## config.mk

```make
export PLATFORM = sky130hd
export DESIGN_NAME = ctl_trigger_multi
export DESIGN_NICKNAME = d
export VERILOG_FILES = /design/src/rtl/ctl_trigger_multi.sv
export SDC_FILE = /design/constraint.sdc
export NUM_CORES = 1
export LEC_CHECK = 0
export ABC_AREA = 0
export CORE_MARGIN = 4
export CORE_UTILIZATION = 52
export CTS_CLUSTER_DIAMETER = 40
export DETAILED_ROUTE_END_ITERATION = 16
export GPL_TIMING_DRIVEN = 0
export PLACE_DENSITY = 0.72
export SLEW_MARGIN = 40
export SYNTH_ARGS = -nofsm -noshare
export SYNTH_HDL_FRONTEND = slang
export SYNTH_SLANG_ARGS = --single-unit
```

## constraint.sdc

```tcl
create_clock -name clk -period 2.05 [get_ports clk]
set_input_delay 0.41 -clock clk [delete_from_list [all_inputs] [get_ports clk]]
set_output_delay 0.41 -clock clk [all_outputs]
set_load 0.1 [all_outputs]
```

## src/rtl/ctl_trigger_multi.sv

```systemverilog
// Per-player light-gun / mouse shot governor: synchronises and debounces gun pins,
// tracks gun presence, and turns each trigger press into one shot plus one hit or miss.
module ctl_trigger_multi #(
    parameter int N_PLAYERS         = 2,
    parameter int DEBOUNCE_CYCLES   = 4,
    parameter int HIT_WINDOW_CYCLES = 8,
    parameter int CONNECT_CYCLES    = 16
) (
    input  logic                 clk,
    input  logic                 rst_n,
    input  logic [N_PLAYERS-1:0] gun_trigger,
    input  logic [N_PLAYERS-1:0] gun_photodetector,
    input  logic [N_PLAYERS-1:0] mouse_left,
    input  logic [N_PLAYERS-1:0] mouse_on_target,
    output logic [N_PLAYERS-1:0] gun_is_connected,
    output logic [N_PLAYERS-1:0] shot_fired,
    output logic [N_PLAYERS-1:0] hit,
    output logic [N_PLAYERS-1:0] miss
);

    localparam int DBW = $clog2(DEBOUNCE_CYCLES + 1);
    localparam int HWW = $clog2(HIT_WINDOW_CYCLES + 1);
    localparam int CNW = $clog2(CONNECT_CYCLES + 1);

    localparam logic [DBW-1:0] DB_LAST  = DBW'(DEBOUNCE_CYCLES - 1);
    localparam logic [CNW-1:0] CN_LAST  = CNW'(CONNECT_CYCLES - 1);
    localparam logic [HWW-1:0] WIN_LOAD = HWW'(HIT_WINDOW_CYCLES);
    localparam logic [HWW-1:0] WIN_ONE  = HWW'(1);

    typedef enum logic [1:0] {
        IDLE,
        WINDOW,
        RESULT_MOUSE,
        HOLDOFF
    } state_t;

    genvar g;
    for (g = 0; g < N_PLAYERS; g++) begin : ch
        logic           trg_s1, trg_s2, pd_s1, pd_s2;
        logic           trg_db, trg_db_q, mouse_q;
        logic [DBW-1:0] db_cnt;
        logic [CNW-1:0] conn_cnt;
        logic           conn;
        logic           presence;

        state_t         state, state_nx;
        logic           mode, mode_nx;
        logic [HWW-1:0] win_cnt, win_cnt_nx;
        logic           tgt, tgt_nx;
        logic           shot_nx, hit_nx, miss_nx;
        logic           shot_q, hit_q, miss_q;

        assign presence = trg_s2 | pd_s2;

        // Input conditioning: synchronisers, trigger debounce and presence filter.
        always_ff @(posedge clk or negedge rst_n) begin
            if (!rst_n) begin
                trg_s1   <= 1'b0;
                trg_s2   <= 1'b0;
                pd_s1    <= 1'b0;
                pd_s2    <= 1'b0;
                trg_db   <= 1'b1;
                trg_db_q <= 1'b1;
                mouse_q  <= 1'b0;
                db_cnt   <= '0;
                conn_cnt <= '0;
                conn     <= 1'b0;
            end else begin
                trg_s1   <= gun_trigger[g];
                trg_s2   <= trg_s1;
                pd_s1    <= gun_photodetector[g];
                pd_s2    <= pd_s1;
                trg_db_q <= trg_db;
                mouse_q  <= mouse_left[g];

                if (trg_s2 != trg_db) begin
                    if (db_cnt >= DB_LAST) begin
                        trg_db <= trg_s2;
                        db_cnt <= '0;
                    end else begin
                        db_cnt <= db_cnt + DBW'(1);
                    end
                end else begin
                    db_cnt <= '0;
                end

                if (presence != conn) begin
                    if (conn_cnt >= CN_LAST) begin
                        conn     <= presence;
                        conn_cnt <= '0;
                    end else begin
                        conn_cnt <= conn_cnt + CNW'(1);
                    end
                end else begin
                    conn_cnt <= '0;
                end
            end
        end

        always_ff @(posedge clk or negedge rst_n) begin
            if (!rst_n) begin
                state   <= IDLE;
                mode    <= 1'b0;
                win_cnt <= '0;
                tgt     <= 1'b0;
                shot_q  <= 1'b0;
                hit_q   <= 1'b0;
                miss_q  <= 1'b0;
            end else begin
                state   <= state_nx;
                mode    <= mode_nx;
                win_cnt <= win_cnt_nx;
                tgt     <= tgt_nx;
                shot_q  <= shot_nx;
                hit_q   <= hit_nx;
                miss_q  <= miss_nx;
            end
        end

        // In IDLE the live connection status picks the mode; it is then frozen for the shot.
        always_comb begin
            state_nx   = state;
            mode_nx    = mode;
            win_cnt_nx = win_cnt;
            tgt_nx     = tgt;
            shot_nx    = 1'b0;
            hit_nx     = 1'b0;
            miss_nx    = 1'b0;
            unique case (state)
                IDLE: begin
                    mode_nx = conn;
                    if (conn) begin
                        if (trg_db_q && !trg_db) begin
                            shot_nx    = 1'b1;
                            win_cnt_nx = WIN_LOAD;
                            state_nx   = WINDOW;
                        end
                    end else if (mouse_left[g] && !mouse_q) begin
                        shot_nx  = 1'b1;
                        tgt_nx   = mouse_on_target[g];
                        state_nx = RESULT_MOUSE;
                    end
                end
                WINDOW: begin
                    if (pd_s2) begin
                        hit_nx   = 1'b1;
                        state_nx = HOLDOFF;
                    end else if (win_cnt <= WIN_ONE) begin
                        win_cnt_nx = '0;
                        miss_nx    = 1'b1;
                        state_nx   = HOLDOFF;
                    end else begin
                        win_cnt_nx = win_cnt - WIN_ONE;
                    end
                end
                RESULT_MOUSE: begin
                    hit_nx   = tgt;
                    miss_nx  = !tgt;
                    state_nx = HOLDOFF;
                end
                HOLDOFF: begin
                    if (mode ? trg_db : !mouse_left[g]) begin
                        state_nx = IDLE;
                    end
                end
                default: state_nx = IDLE;
            endcase
        end

        assign gun_is_connected[g] = conn;
        assign shot_fired[g]       = shot_q;
        assign hit[g]              = hit_q;
        assign miss[g]             = miss_q;
    end

endmodule

```

# Word-level counts from Yosys, hierarchy flattened
# Index checks and enable logic that the tools add are counted.
classes:
  reduce_logical: 26
  addsub: 6
  n_eq_ne: 24
  n_lt_le_gt_ge: 6
  mux: 52
  n_bitwise: 4
op_table:
  columns: ["cell", "n"]
  rows:
  - ["4-bit two-way mux", 8]
  - ["2-bit two-way mux", 12]
  - ["5-bit two-way mux", 4]
  - ["3-bit != test, second input constant", 6]
  - ["1-bit two-way mux", 16]
  - ["2-bit != test, second input constant", 8]
  - ["2-bit case mux with 4 select lines", 2]
  - ["4-bit case mux with 2 select lines", 2]
  - ["4-bit AND reduction", 4]
  - ["3-bit two-way mux", 4]
  - ["5-bit by 1-bit adder with 5-bit output, second input constant", 2]
  - ["5-bit by 4-bit greater-or-equal comparator with 1-bit output, second input constant", 2]
  - ["2-bit == test, second input constant", 4]
  - ["4-bit by 1-bit less-or-equal comparator with 1-bit output, second input constant", 2]
  - ["1-bit logical NOT", 8]
  - ["1-bit case mux with 2 select lines", 4]
  - ["2-bit AND reduction", 4]
  - ["4-bit by 1-bit subtractor with 4-bit output, second input constant", 2]
  - ["3-bit by 1-bit adder with 3-bit output, second input constant", 2]
  - ["3-bit by 2-bit greater-or-equal comparator with 1-bit output, second input constant", 2]
  - ["3-bit AND reduction", 2]
  - ["2-bit by 1-bit == test with 1-bit output, second input constant", 2]
  - ["1-bit logical AND", 4]
  - ["2-bit logical NOT", 2]
  - ["4 further kinds", 10]
totals:
  reg_bits: 54
  out_inout_bits: 8
  in_bits: 10
  elab_cells: 152

# Depth between registers and ports, before layout
# Gate-level depths: netlist of run 1.
logic_depth:
  ltp_word: 5
  mapped_depth: 7
  ltp_nobuf: 7

# Worst setup path before layout of run 1
# No wires, ideal clock.
synth_path:
  path_type: "register -> register"
  start: "register ch[0].win_cnt[0]"
  end: "register ch[0].win_cnt[2]"
  required_time_ps: 1968
  period_less_slack_ps: 1677
  t_arrival_ps: 1595
  path_slack_ps: 373
  setup_time_ps: 82
  path_buffers: 0
  stages_incl_launch_ff: 7
  cell_sequence: "dfrtp_1 > inv_1 > ha_1 > or2_2 > a221oi_1 > a21oi_1 > a31oi_1"
synth_via:
  elab_chain_cells: 4
  word_cells_on_any_way: 5
  cone_classes: "add/sub (1); order compare (1); mux (3)"
synth_rtl:
  columns: ["item", "line_no", "text"]
  rows:
  - ["from (decl)", "48", "logic [HWW-1:0] win_cnt, win_cnt_nx;"]
  - ["from (signal assigned)", "112", "win_cnt <= win_cnt_nx;"]
  - ["4-bit by 1-bit subtractor with 4-bit output / 4-bit by 1-bit less-or-equal comparator with 1-bit output (equally long branches)", "153, 148", null]
  - ["4-bit two-way mux (*)", "148", "end else if (win_cnt <= WIN_ONE) begin"]
  - ["4-bit two-way mux (*)", "145", "if (pd_s2) begin"]
  - ["4-bit case mux with 2 select lines (*)", "129", "unique case (state)"]
# Mark *: on every way between the ends. The rest lies on a longest branch, timed or not. The select of a mux whose other input is x is not followed.
# A chain may end at the register's enable or synchronous reset.

# Final worst setup path of run 1
# Ends and elaborated chain as after synthesis.

==> metrics.txt, run 1 <==
register area share after synthesis=53.69%; max_slew headroom=about three fifths; total wirelength of the detailed-routed design=3.731 mm; outcome=complete, no violations; Port Buffer Count=17; post-synthesis register bit count=54; startpoint type of the worst setup path=flip-flop; Worst Path Max Fanout=4; kind of critical path=flip-flop to flip-flop; Filler cells=384; footprint of the multi-input gates=0.001041 mm²; first-iteration detailed-routing DRC count=45; post-route cell area=0.002872 mm²; Synth-to-Final Area Change=13.67%; number of max-slew violations in the final report=0; top-level I/O count=18; placeable core region=between 0.004 and 0.005 mm²; worst hold path type=flip-flop to flip-flop; time the worst path needs with I/O delays and setup=a little under 2 ns; Reg clk slew, reported paths=0.10 ns; Initial Utilization=53.48%; number of hold violations in the final report=0; wire length of the first global-routing pass=7.038 mm; Yosys warning total=0; FP Rows=25; detailed placer's ending HPWL=between 2 and 3 mm; number of vias after detailed routing=roughly 1,600; leading cell type in the layout, fill and taps excluded=sky130_fd_sc_hd__dfrtp_1; number of global-route vias before repair=approximately 1,700; antenna violations before repair=0; Final GP Congestion=just under 0.8; count of antenna diodes in the layout=0; maximum number of pins on one net before global-route repair=36; Worst Clk Skew=0.006842 ns; vertical extent of the die=77.70 µm; nets in the synthesized netlist=between 200 and 300; mean area per synthesized cell=about 11 µm²; latest clock arrival within the worst-skew pair=0.30 ns; total standard cell area after synthesis=0.002526 mm²; FF/Latch Area=between 0.001 and 0.0015 mm²; Max Cap Violations=0; Unique masters post-synth=43; CTS root buffer=sky130_fd_sc_hd__clkbuf_8; # setup viols final=0; utilization after layout=60.79%; number of enable-type register cells in the synthesized netlist=0; buffers from clock root to sink, at most=2; Max Clock Freq=roughly 520 MHz; final critical-path share of the clock period=a little over nine tenths; number of buffers created by CTS=5; CP Data Required Time=2.28 ns; net count of the finished layout=286; H-Tree Depth=2; 1st-pass router iterations=4; Worst VDD drop=0.6174 mV; top library cells by usage in the layout, fill and taps aside=sky130_fd_sc_hd__dfrtp_1 (50), sky130_fd_sc_hd__inv_1 (20), sky130_fd_sc_hd__nor2_1 (20), sky130_fd_sc_hd__nand2_1 (20), sky130_fd_sc_hd__ha_1 (20); leakage power total=1.390 nW; worst-margin pin slew=between 0.5 and 0.6 ns; ANT nets after route=0; endpoint type of the worst setup path=flip-flop; DR DRC count=0; total cell area at the placement stage=~0.0028 mm²; asr flop ratio synth=100.0%; post-CTS setup buffer count=0; setup repair after global routing missed its margin=yes; CP arrival=2.15 ns; Post-synth top flop=sky130_fd_sc_hd__dfrtp_1; via density per instance=slightly above 5; power density over cell area=1500 mW/mm²; global router's overall resource usage=14.27%; post-route worst hold slack=0.3587 ns; share of layout cells above drive strength 1=between 15 and 20%; floorplan die width=77.70 µm; clock sinks=54; routed length per instance=11.52 µm; Die Area=slightly above 0.006 mm²; CTS tree=yes; cells after synthesis=230; reg2reg setup slack=0.13 ns; final global-route overflow total=0
-- report_power, final --
group          switching [mW]  leakage (nW)  internal, mW
registers               0.288         0.674          1.45
clock network           0.343        0.0408         0.244
logic                    1.19         0.675         0.795
total                    1.82          1.39          2.49
-- layer usage --
| metal | global-route usage, % | vias to the layer above | wire, µm |
|---|---|---|---|
| met4 | 5.338 | 0 | 53 |
| met5 | 0 | - | 0 |
| met1 | 18.66 | 790 | 1869 |
| li1 | - | 823 | - |
| met2 | 23.72 | 15 | 1716 |
| met3 | 2.436 | 5 | 92 |
-- sequential cells by signal (all words and copies together), names as in the netlist --
signal and cells:
ch.conn 2, ch.conn_cnt 10, ch.db_cnt 6, ch.hit_q 2, ch.miss_q 2, ch.mode 2
ch.mouse_q 2, ch.pd_s1 2, ch.pd_s2 2, ch.shot_q 2, ch.state 4, ch.tgt 2
ch.trg_db 2, ch.trg_db_q 2, ch.trg_s1 2, ch.trg_s2 2, ch.win_cnt 8
-- stage by stage --
| stage | power [mW] | cells | worst slack [ns] | TNS, ns |
|---|---|---|---|---|
| 2_1_floorplan | 3.352 | 230 | 0.3727 | 0 |
| 3_3_place_gp | 3.733 | 314 | -1.014 | -52.51 |
| 3_5_place_dp | 3.741 | 315 | -0.06163 | -0.06163 |
| 4_1_cts | 4.345 | 324 | 0.02154 | 0 |
| 5_1_grt | 4.667 | 324 | 0.001501 | 0 |
| 6_report | 4.307 | 324 | 0.1252 | 0 |
-- cell families (layout without fill, tap and decap cells) --
group,count (synthesis),in the layout,synth area share [%]
and+or+nand+nor,78,78,15.90
DFF,54,54,53.69
AOI/OAI and AO/OA,34,34,8.866
buffers and inverters,29,56,5.498
adders and majority gates,20,20,9.906
muxes,9,9,4.061
xor gates and xnor gates,6,6,2.080
-- worst max-delay path, cell delays in order (launching register included) --
cell and delay, ns:
sky130_fd_sc_hd__dfrtp_1 0.38, sky130_fd_sc_hd__inv_1 0.07, sky130_fd_sc_hd__ha_1 0.23, sky130_fd_sc_hd__or2_2 0.32
sky130_fd_sc_hd__a221oi_1 0.54, sky130_fd_sc_hd__a21oi_1 0.15, sky130_fd_sc_hd__a31oi_1 0.16
-- Yosys cell counts, types with 2 or more instances --
master | n | share of area, %
sky130_fd_sc_hd__a31oi_1 | 2 | 0.50
sky130_fd_sc_hd__nor4b_1 | 2 | 0.69
sky130_fd_sc_hd__xor2_1 | 2 | 0.69
sky130_fd_sc_hd__nand3b_1 | 3 | 0.89
sky130_fd_sc_hd__nor3_1 | 5 | 0.99
sky130_fd_sc_hd__nor2b_1 | 3 | 0.74
sky130_fd_sc_hd__o21ai_0 | 10 | 2.0
sky130_fd_sc_hd__mux2i_1 | 2 | 0.79
sky130_fd_sc_hd__ha_1 | 20 | 9.9
sky130_fd_sc_hd__nand2_1 | 20 | 3.0
sky130_fd_sc_hd__xnor2_1 | 4 | 1.4
sky130_fd_sc_hd__a21oi_1 | 7 | 1.4
sky130_fd_sc_hd__buf_4 | 8 | 2.4
sky130_fd_sc_hd__nor2_1 | 20 | 3.0
sky130_fd_sc_hd__inv_1 | 20 | 3.0
sky130_fd_sc_hd__nand3_1 | 2 | 0.40
sky130_fd_sc_hd__and3_1 | 6 | 1.5
sky130_fd_sc_hd__dfstp_2 | 4 | 4.2
sky130_fd_sc_hd__a211oi_1 | 4 | 1.2
sky130_fd_sc_hd__dfrtp_1 | 50 | 50
sky130_fd_sc_hd__mux2_2 | 6 | 2.7
sky130_fd_sc_hd__and2_1 | 3 | 0.74
sky130_fd_sc_hd__nand2b_1 | 7 | 1.7
-- worst paths after layout --
path | startpoint | to | cells after the start
max | ch[0].win_cnt[0] | ch[0].win_cnt[2] | 6
min | ch[0].trg_s1 | ch[0].trg_s2 | 0
max reg2reg | ch[0].win_cnt[0] | ch[0].win_cnt[2] | 6
min reg2reg | ch[0].trg_s1 | ch[0].trg_s2 | 0
max in group asynchronous | rst_n | ch[0].trg_db_q | 3
min in group asynchronous | rst_n | ch[1].db_cnt[0] | 2
-- area by class of cell --
type / instances / share of cell area, %
plain buffers: 9 / 2.266
clock buffers: 5 / 2.397
clock inverters: 3 / 0.8279
inverters: 20 / 2.614
multi-input cells: 147 / 36.25
flip-flops and latches: 54 / 47.23
well taps: 67 / 2.919
repair buffers: 19 / 5.490
-- repair_timing --
action | CTS | global route
resized for setup | 0 | 4
hold buffers | 1 | 0
endpoints found under the hold margin | 19 | 0
endpoints found under the setup margin | 0 | 7
(Power assumes the default switching activity.)
==> run 2, diff against run 1 <==
- clock period: 2.05 -> 2.3 ns (I/O delays scaled with it)
==> run 2 against run 1 <==
Net effect:
- largest power group unchanged
- sequential cell count stayed put
- largest cell class unchanged
- worst setup slack better by 0.11 ns
- wire length shrank 0.21%
- highest routed layer unchanged
- clock power down 11%
- critical endpoint is now ch[0].win_cnt[3]
- first-iteration DRC count grew 24%
==> metrics.txt, run 2 (same netlist as run 1, synthesis figures left out) <==
outcome=complete, no violations; global router's overall resource usage=14.22%; Max Clock Freq=between 400 and 500 MHz; largest register by flop count=ch.conn_cnt; CP Data Required Time=2.49 ns; net count of the finished layout=285; number of vias after detailed routing=between 1,500 and 2,000; post-route worst hold slack=roughly 0.021 ns; total cell area at the placement stage=roughly 0.0028 mm²; CTS tree=yes; Reg clk slew, reported paths=roughly 0.09 ns; ANT nets after route=0; Worst Path Max Fanout=10; max_slew headroom=53.46%; leading cell type in the layout, fill and taps excluded=sky130_fd_sc_hd__dfrtp_1; final global-route overflow total=0; cell breakdown of the critical path=inv_1, ha_1, clkbuf_1, nor2_1, a211oi_1, nand2_1, a22o_1; number of max-slew violations in the final report=0; H-Tree Depth=2; buffers from clock root to sink, at most=2; via density per instance=between 5 and 6; count of antenna diodes in the layout=0; number of gates resized after CTS=0; DR DRC count=0; antenna violations before repair=0; cts-stage hold buffer count=0; routed length per instance=roughly 12 µm; first-iteration detailed-routing DRC count=56; wire length of the first global-routing pass=7.003 mm; Power Total=3.824 mW; post-route cell area=0.002850 mm²; Final GP Congestion=0.7720; Synth-to-Final Area Change=12.83%; total wirelength of the detailed-routed design=3.723 mm; power density over cell area=1342 mW/mm²; number of global-route vias before repair=1,687; Port Buffer Count=17; share of layout cells above drive strength 1=about 16%; placeable core region=~0.0047 mm²; Max Cap Violations=0; kind of critical path=flip-flop to flip-flop; endpoint type of the worst setup path=flip-flop; maximum number of pins on one net before global-route repair=36; Initial Utilization=roughly 53%; CTS root buffer=sky130_fd_sc_hd__clkbuf_8; startpoint type of the worst setup path=flip-flop; Post-Route Setup TNS=0 ns; time the worst path needs with I/O delays and setup=between 2 and 2.5 ns; post-CTS setup buffer count=0; post-placement cell count=roughly 320; worst hold path type=primary input to asynchronous set/reset pin; setup repair after global routing missed its margin=no; 1st-pass router iterations=4; # setup viols final=0; biggest regs=ch.conn_cnt x10, ch.win_cnt x8, ch.db_cnt x6; Critical Path Slowest Stage Cell=sky130_fd_sc_hd__a211oi_1; final critical-path share of the clock period=89.64%; Die Area=roughly 0.0060 mm²; number of cells on the worst reg-to-reg path=7; clock sinks=54; top library cells by usage in the layout, fill and taps aside=sky130_fd_sc_hd__dfrtp_1 (50), sky130_fd_sc_hd__inv_1 (20), sky130_fd_sc_hd__nor2_1 (20), sky130_fd_sc_hd__nand2_1 (20), sky130_fd_sc_hd__ha_1 (20); detailed placer's ending HPWL=around 2.8 mm; Worst Clk Skew=between 0.007 and 0.008 ns; non-filler cells, final=323; CP arrival=between 2 and 2.5 ns; number of buffers created by CTS=5; Worst VDD drop=0.5474 mV; FP Rows=25; leakage power total=1.380 nW; worst-margin pin slew=approximately 0.69 ns; peak per-stage delay on the critical path=between 0.6 and 0.7 ns; top-level I/O count=18; number of hold violations in the final report=0; floorplan die width=77.70 µm; latest clock arrival within the worst-skew pair=0.30 ns; flip-flop count of the largest register after layout=10; vertical extent of the die=77.70 µm
run 2: cell types whose count changed in the layout (fill, tap and decap cells not counted):
cell                            previous run  this run
sky130_fd_sc_hd__a211oi_2                  2         0
sky130_fd_sc_hd__a211oi_1                  2         4
sky130_fd_sc_hd__dlygate4sd3_1             1         0
sky130_fd_sc_hd__clkbuf_1                  0         1
sky130_fd_sc_hd__clkbuf_2                  1         0
run 2: path summary, 6_finish.rpt:
path                                     start          endpoint  slack (ns)
max in group asynchronous                rst_n    ch[0].trg_db_q        1.75
worst max register to register  ch[0].state[1]  ch[0].win_cnt[3]        0.24
min in group clk                  ch[0].trg_s1      ch[0].trg_s2        0.36
worst min register to register    ch[0].trg_s1      ch[0].trg_s2        0.36
worst min-delay path                     rst_n   ch[1].db_cnt[0]        0.02
worst max-delay path            ch[0].state[1]  ch[0].win_cnt[3]        0.24
run 2: cell type report:
type | instances | area [µm²]
flip-flops and latches | 54 | 1356
repair buffers | 18 | 147.6
clock inverters | 3 | 23.77
clock buffers | 5 | 68.82
inverters | 20 | 75.07
fillers | 384 | 1873
plain buffers | 9 | 63.81
well taps | 67 | 83.83
multi-input cells | 147 | 1031
run 2: power by group:
| part | switching, mW | leakage [nW] | internal (mW) |
|---|---|---|---|
| sequential | 0.256 | 0.674 | 1.29 |
| combinational | 1.05 | 0.665 | 0.700 |
| clock | 0.305 | 0.0408 | 0.218 |
run 2: metrics by stage:
stage	setup slack (ns)	util [%]
2_1_floorplan	0.6227	-
4_1_cts	0.2715	60.34
3_3_place_gp	-0.8141	58.86
3_5_place_dp	0.1384	58.38
6_report	0.2382	60.34
5_1_grt	0.02829	60.34
run 2: routing by layer:
metal | up-vias | wire length, µm | GRT usage, %
met5 | - | 0 | 0
met2 | 15 | 1717 | 23.63
met4 | 0 | 53 | 5.338
met3 | 5 | 92 | 2.436
met1 | 783 | 1859 | 18.58
li1 | 821 | - | -
run 2: critical path: cells and delay by family (launching register included):
| family | cells | cell delay (ns) |
|---|---|---|
| AO/OA/AOI/OAI | 2 | 0.81 |
| adder cells (fa/ha/maj) | 1 | 0.14 |
| buffers and inverters | 2 | 0.41 |
| flip-flops | 1 | 0.42 |
| AND/OR/NAND/NOR | 2 | 0.19 |
